## src/rtl/region_select_ctrl.sv

```systemverilog
// rtl/region_select_ctrl.sv - per-frame glove region selection with debounced commit
module region_select_ctrl #(
    parameter int THRESH         = 2000,
    parameter int CONFIRM_FRAMES = 3
) (
    input  logic       clk,
    input  logic       reset,
    input  logic       pixel_valid,
    input  logic [9:0] x_pos,
    input  logic [9:0] y_pos,
    input  logic       glove_hit,
    input  logic       frame_end,
    output logic       red_flag,
    output logic       green_flag,
    output logic       blue_flag,
    output logic       yellow_flag,
    output logic [1:0] region_id,
    output logic       region_valid,
    output logic       frame_done
);

    localparam logic [16:0] CNT_MAX   = 17'h1ffff;
    localparam logic [16:0] THRESH_C  = 17'(THRESH);
    localparam logic [2:0]  CONFIRM_C = 3'(CONFIRM_FRAMES);

    typedef enum logic [1:0] {
        ACCUM  = 2'd0,
        EVAL   = 2'd1,
        UPDATE = 2'd2
    } state_t;

    state_t      state;
    logic [16:0] hit_cnt [4];

    // Scan bookkeeping for the frame being evaluated
    logic [1:0]  scan_idx;
    logic [16:0] best_cnt;
    logic        best_found;
    logic [1:0]  best_idx;

    // Debounce history: previous candidate and how many frames in a row it held
    logic        prev_found;
    logic [1:0]  prev_idx;
    logic [2:0]  streak;

    logic [3:0]  flags;

    logic        in_range;
    logic [1:0]  pix_region;
    logic        count_en;
    logic [16:0] scan_cnt;
    logic        scan_hit;
    logic        same_cand;
    logic [2:0]  next_streak;
    logic        commit;

    // Map the pixel column onto one of four vertical stripes
    always_comb begin
        in_range = (x_pos < 10'd640) && (y_pos < 10'd480);
        if (x_pos < 10'd160) begin
            pix_region = 2'd0;
        end else if (x_pos < 10'd320) begin
            pix_region = 2'd1;
        end else if (x_pos < 10'd480) begin
            pix_region = 2'd2;
        end else begin
            pix_region = 2'd3;
        end
        count_en = pixel_valid && glove_hit && in_range && (state == ACCUM);
    end

    // Scan compare and debounce decision for the frame under evaluation
    always_comb begin
        scan_cnt  = hit_cnt[scan_idx];
        // Strict greater-than keeps the lowest index on ties
        scan_hit  = (scan_cnt >= THRESH_C) && (scan_cnt > best_cnt);
        same_cand = (best_found == prev_found) && (!best_found || (best_idx == prev_idx));
        if (same_cand) begin
            next_streak = (streak >= CONFIRM_C) ? CONFIRM_C : streak + 3'd1;
        end else begin
            next_streak = 3'd1;
        end
        commit = (next_streak == CONFIRM_C);
    end

    // Per-region hit counters: count only while accumulating, clear once a decision is applied
    always_ff @(posedge clk) begin
        if (reset || (state == UPDATE)) begin
            for (int i = 0; i < 4; i++) begin
                hit_cnt[i] <= '0;
            end
        end else if (count_en && (hit_cnt[pix_region] != CNT_MAX)) begin
            hit_cnt[pix_region] <= hit_cnt[pix_region] + 17'd1;
        end
    end

    // Frame FSM: accumulate, scan four regions, then apply the debounced decision
    always_ff @(posedge clk) begin
        if (reset) begin
            state        <= ACCUM;
            scan_idx     <= 2'd0;
            best_cnt     <= '0;
            best_found   <= 1'b0;
            best_idx     <= 2'd0;
            prev_found   <= 1'b0;
            prev_idx     <= 2'd0;
            streak       <= 3'd0;
            flags        <= 4'd0;
            region_id    <= 2'd0;
            region_valid <= 1'b0;
            frame_done   <= 1'b0;
        end else begin
            frame_done <= 1'b0;
            case (state)
                ACCUM: begin
                    if (frame_end) begin
                        state      <= EVAL;
                        scan_idx   <= 2'd0;
                        best_cnt   <= '0;
                        best_found <= 1'b0;
                        best_idx   <= 2'd0;
                    end
                end
                EVAL: begin
                    if (scan_hit) begin
                        best_cnt   <= scan_cnt;
                        best_found <= 1'b1;
                        best_idx   <= scan_idx;
                    end
                    scan_idx <= scan_idx + 2'd1;
                    if (scan_idx == 2'd3) begin
                        state <= UPDATE;
                    end
                end
                UPDATE: begin
                    streak     <= next_streak;
                    prev_found <= best_found;
                    prev_idx   <= best_found ? best_idx : 2'd0;
                    if (commit) begin
                        if (best_found) begin
                            flags        <= 4'b0001 << best_idx;
                            region_id    <= best_idx;
                            region_valid <= 1'b1;
                        end else begin
                            flags        <= 4'd0;
                            region_id    <= 2'd0;
                            region_valid <= 1'b0;
                        end
                    end
                    frame_done <= 1'b1;
                    state      <= ACCUM;
                end
                default: begin
                    state <= ACCUM;
                end
            endcase
        end
    end

    assign red_flag    = flags[0];
    assign green_flag  = flags[1];
    assign blue_flag   = flags[2];
    assign yellow_flag = flags[3];

endmodule

```

## config.mk

```make
export PLATFORM = sky130hd
export DESIGN_NAME = region_select_ctrl
export DESIGN_NICKNAME = d
export VERILOG_FILES = /design/src/rtl/region_select_ctrl.sv
export SDC_FILE = /design/constraint.sdc
export NUM_CORES = 1
export LEC_CHECK = 0
export ABC_AREA = 1
export CAP_MARGIN = 20
export CORE_UTILIZATION = 40
export CTS_CLUSTER_SIZE = 8
export DETAILED_ROUTE_END_ITERATION = 7
export DONT_BUFFER_PORTS = 1
export PLACE_DENSITY = 0.61
export SYNTH_ARGS = -nofsm -noshare
export SYNTH_HDL_FRONTEND = slang
export SYNTH_SLANG_ARGS = --single-unit
```

## constraint.sdc

```tcl
create_clock -name clk -period 12.1 [get_ports clk]
set_input_delay 1.815 -clock clk [delete_from_list [all_inputs] [get_ports clk]]
set_output_delay 1.815 -clock clk [all_outputs]
set_load 0.1 [all_outputs]
```

==> flow_summary_export.csv <==
group,metric,value,unit
layout,fin_cells,974,
floorplan,start_util,41.72,%
floorplan,die_area,15890,um2
floorplan,core,14750,um2
floorplan,chipHeight,126.1,um
clocking,clock_path_buffers,2,
yosys,synth-seq-cells,108,
clocking,hold_buffers,0,
setup_path,timing.rr.start,"hit_cnt[2][1]$_SDFFCE_PN0P_",
setup_path,cp_slowest_cell,"nand2_1",
hold_path,min_path_type,"reg2reg",
global_routing,grt_antenna_before_repair,0,
placement,io_buffers,0,
sta,setup_viol,0,
global_routing,grt.total_usage,19.72,%
layout,syn_to_final_growth,7.276,%
setup_path,crit_top_cell,"nor2_1",
sta,slew_headroom,34.82,%
placement,placed_cells,957,
setup_path,path_delay_family,"simple AND/OR/NAND/NOR gates",
sta,setup_ws,4.884,ns
clocking,insertion_delay,0.36,ns
yosys,syn_inst,797,
setup_path,cpPeakStageDelay,0.80,ns
global_routing,grt_remaining_overflow,0,
setup_path,worstReg2RegEnd,"hit_cnt[0][2]$_SDFFCE_PN0P_",
routing,num_vias,4910,
routing,totalWireLength,14640,um
setup_path,end_kind,"flop",
sta,fin_crit,7.216,ns
yosys,yosys.area.top_type_share,33.17,%
hold_path,min_to,"best_cnt[12]$_SDFFE_PP0P_",
clocking,cts.clk_slew.worst_paths,0.07,ns
setup_path,cp_num_buf_inv,6,
pwr,ir_worst_vdd,67.43,uV
clocking,htreeDepth,3,
routing,via_per_inst,5.041,
placement,gp_congestion,0.8087,
job,maxCapViolations,0,
layout,diodes,0,
yosys,synth_area_leader_cell,"edfxtp_1",
sta,fin_worst_skew,0.005860,ns
hold_path,hold_start,"best_cnt[12]$_SDFFE_PP0P_",
layout,fin_nets,832,
sta,setup-tns-final,0,ns
clocking,numClockSinks,108,
sta,drv_slew,0,
clocking,cts.repair.resized,0,
setup_path,start_kind,"primary input",
yosys,synth_warnings,0,
global_routing,grt_max_degree,42,
routing,route.detailed.drc,0,
yosys,ys_types,38,
routing,detail-route-antenna-nets,0,
routing,wl_per_cell,15.03,um
placement,hpwl,9600,um
clocking,post-cts-setup-buffer-count,0,
clocking,ctsRootBufferMaster,"clkbuf_16",
global_routing,grt_pass1_wl,24050,um
sta,clock.fmax,138.6,MHz
hold_path,hold_depth,2,
setup_path,r2r_cells,21,
sta,final.period_utilization,59.63,%
global_routing,grt_pass1_vias,4729,
pwr,power.density,130.1,nW/um2
floorplan,die_w,126.1,um
sta,hold_viol,0,
setup_path,rrSetupSlack,7.04,ns
routing,first_iter_violations,289,
layout,final_layout_size_suffix_gt1_share,7.722,%
setup_path,cp.required,11.98,ns
sta,worstMarginPinSlew,0.9764,ns
yosys,post_synth.cell_area_avg,7.724,um2
routing,drtPass1Iterations,5,
setup_path,worst_ep_arrival_time,7.10,ns
placement,pre_cts_slack,4.424,ns
pwr,p_leak,2.693,nW
yosys,synth_nets,844,
clocking,cts_tree,"done",
run_status,run_status,"completed",
sta,whs,0.4534,ns
layout,final_util,44.76,%
sta,rsz0062_at_grt,"false",
yosys,syn_area,6156,um2
yosys,synth_area_leaders,"edfxtp_1 33%, dfxtp_1 13%, nand2_1 13%",
floorplan,io_pins,33,
yosys,yosysSeqAreaShare,46.18,%
floorplan,row_count,44,
clocking,cts_made_buffers,9,
setup_path,worstSetupPathType,"in2reg",
setup_path,path_max_fanout,32,
## synth_stat cells (all sizes together)
cell type  instances
o22ai             10
nand2            218
edfxtp            68
o21ai             37
o211ai             2
clkinv             2
buf               17
a32oi              1
or2                2
o2111ai            1
nand3b             4
nand3             67
nor3              11
a2bb2oi            1
a22oi              1
o21a               3
ha                22
o21bai             1
xor2               2
a21oi             64
inv              100
nor2             106
nand4              6
clkbuf            11
dfxtp             40
## logic make-up after synthesis
| group | share of synthesized area, % |
|---|---|
| and+or+nand+nor | 29.57 |
| buffers and inverters | 8.679 |
| AOI/OAI and AO/OA | 10.69 |
| DFF | 46.18 |
| adders and majority gates | 4.471 |
| xor gates and xnor gates | 0.4066 |
## power by group
part	switching [mW]	internal (mW)
Combinational	0.0923	0.0385
Sequential	0.00748	0.404
Clock	0.144	0.173
Total	0.244	0.616
## cells in the final DEF, fill, tap and decap left out, types with 2 or more instances in the layout
| cell | instances |
|---|---|
| nand2_1 | 212 |
| nor2_1 | 99 |
| inv_1 | 90 |
| edfxtp_1 | 68 |
| a21oi_1 | 62 |
| nand3_1 | 58 |
| dfxtp_1 | 40 |
| o21ai_0 | 35 |
| ha_1 | 22 |
| nor3_1 | 11 |
| clkbuf_16 | 11 |
| o22ai_1 | 10 |
| inv_2 | 10 |
| nand3_2 | 7 |
| nand4_1 | 6 |
| nand2_2 | 5 |
| nor2_2 | 4 |
| buf_4 | 4 |
| o21a_1 | 3 |
| nand3b_1 | 3 |
| nor2_4 | 2 |
| nand3_4 | 2 |
| a21oi_2 | 2 |
| o21ai_2 | 2 |
| o211ai_1 | 2 |
| or2_2 | 2 |
| clkinv_1 | 2 |
| clkinv_4 | 2 |
## flip-flops by register name, summed over array words and instances (netlist names), named ones only
name,cells
best_idx,2
region_id,2
best_found,1
frame_done,1
streak,3
prev_found,1
prev_idx,2
best_cnt,17
state,2
flags,4
scan_idx,2
region_valid,1
hit_cnt,68
## stage by stage
step	area (um2)	power (mW)
finish	6604	0.8594
CTS	6593	0.8658
floorplan	6156	0.5218
global route	6604	0.9026
global placement	6269	0.5498
detailed placement	6269	0.5508
## layer usage
metal	wire length, um	vias to the layer above	part of all wire (%)	track usage [%]
li1	-	2579	-	-
met2	6759	86	46	32.79
met1	6792	2222	46	25.09
met5	0	-	0	0
met3	731	23	5.0	4.078
met4	355	0	2.4	7.725
## worst max-delay path by stage
| stage | start | end | slack (ns) | cells after the start |
|---|---|---|---|---|
| floorplan | x_pos[9] | hit_cnt[3][0]$_DFFE_PP_ | 6.66 | 18 |
| global placement | x_pos[9] | hit_cnt[0][3]$_SDFFCE_PN0P_ | 4.46 | 25 |
| detailed placement | x_pos[9] | hit_cnt[0][3]$_SDFFCE_PN0P_ | 4.42 | 25 |
| CTS | x_pos[9] | hit_cnt[0][14]$_SDFFCE_PN0P_ | 4.79 | 25 |
| global route | x_pos[9] | hit_cnt[0][4]$_SDFFCE_PN0P_ | 4.37 | 25 |
| finish | x_pos[9] | hit_cnt[0][2]$_SDFFCE_PN0P_ | 4.88 | 25 |
## cell type report
| type | count | area, um2 |
|---|---|---|
| clock buffers | 12 | 289.0 |
| clock inverters | 4 | 35.03 |
| fillers | 1494 | 8150 |
| inverters | 102 | 382.9 |
| multi-input cells | 559 | 2783 |
| flip-flops and latches | 108 | 2843 |
| well taps | 184 | 230.2 |
| repair buffers | 5 | 41.29 |
## worst min-delay path: stages (launching register included)
cell     delay (ns)
dfxtp_1        0.31
nand2_1        0.06
a21oi_1        0.05
No activity file was read; power rests on OpenSTA's default activity.
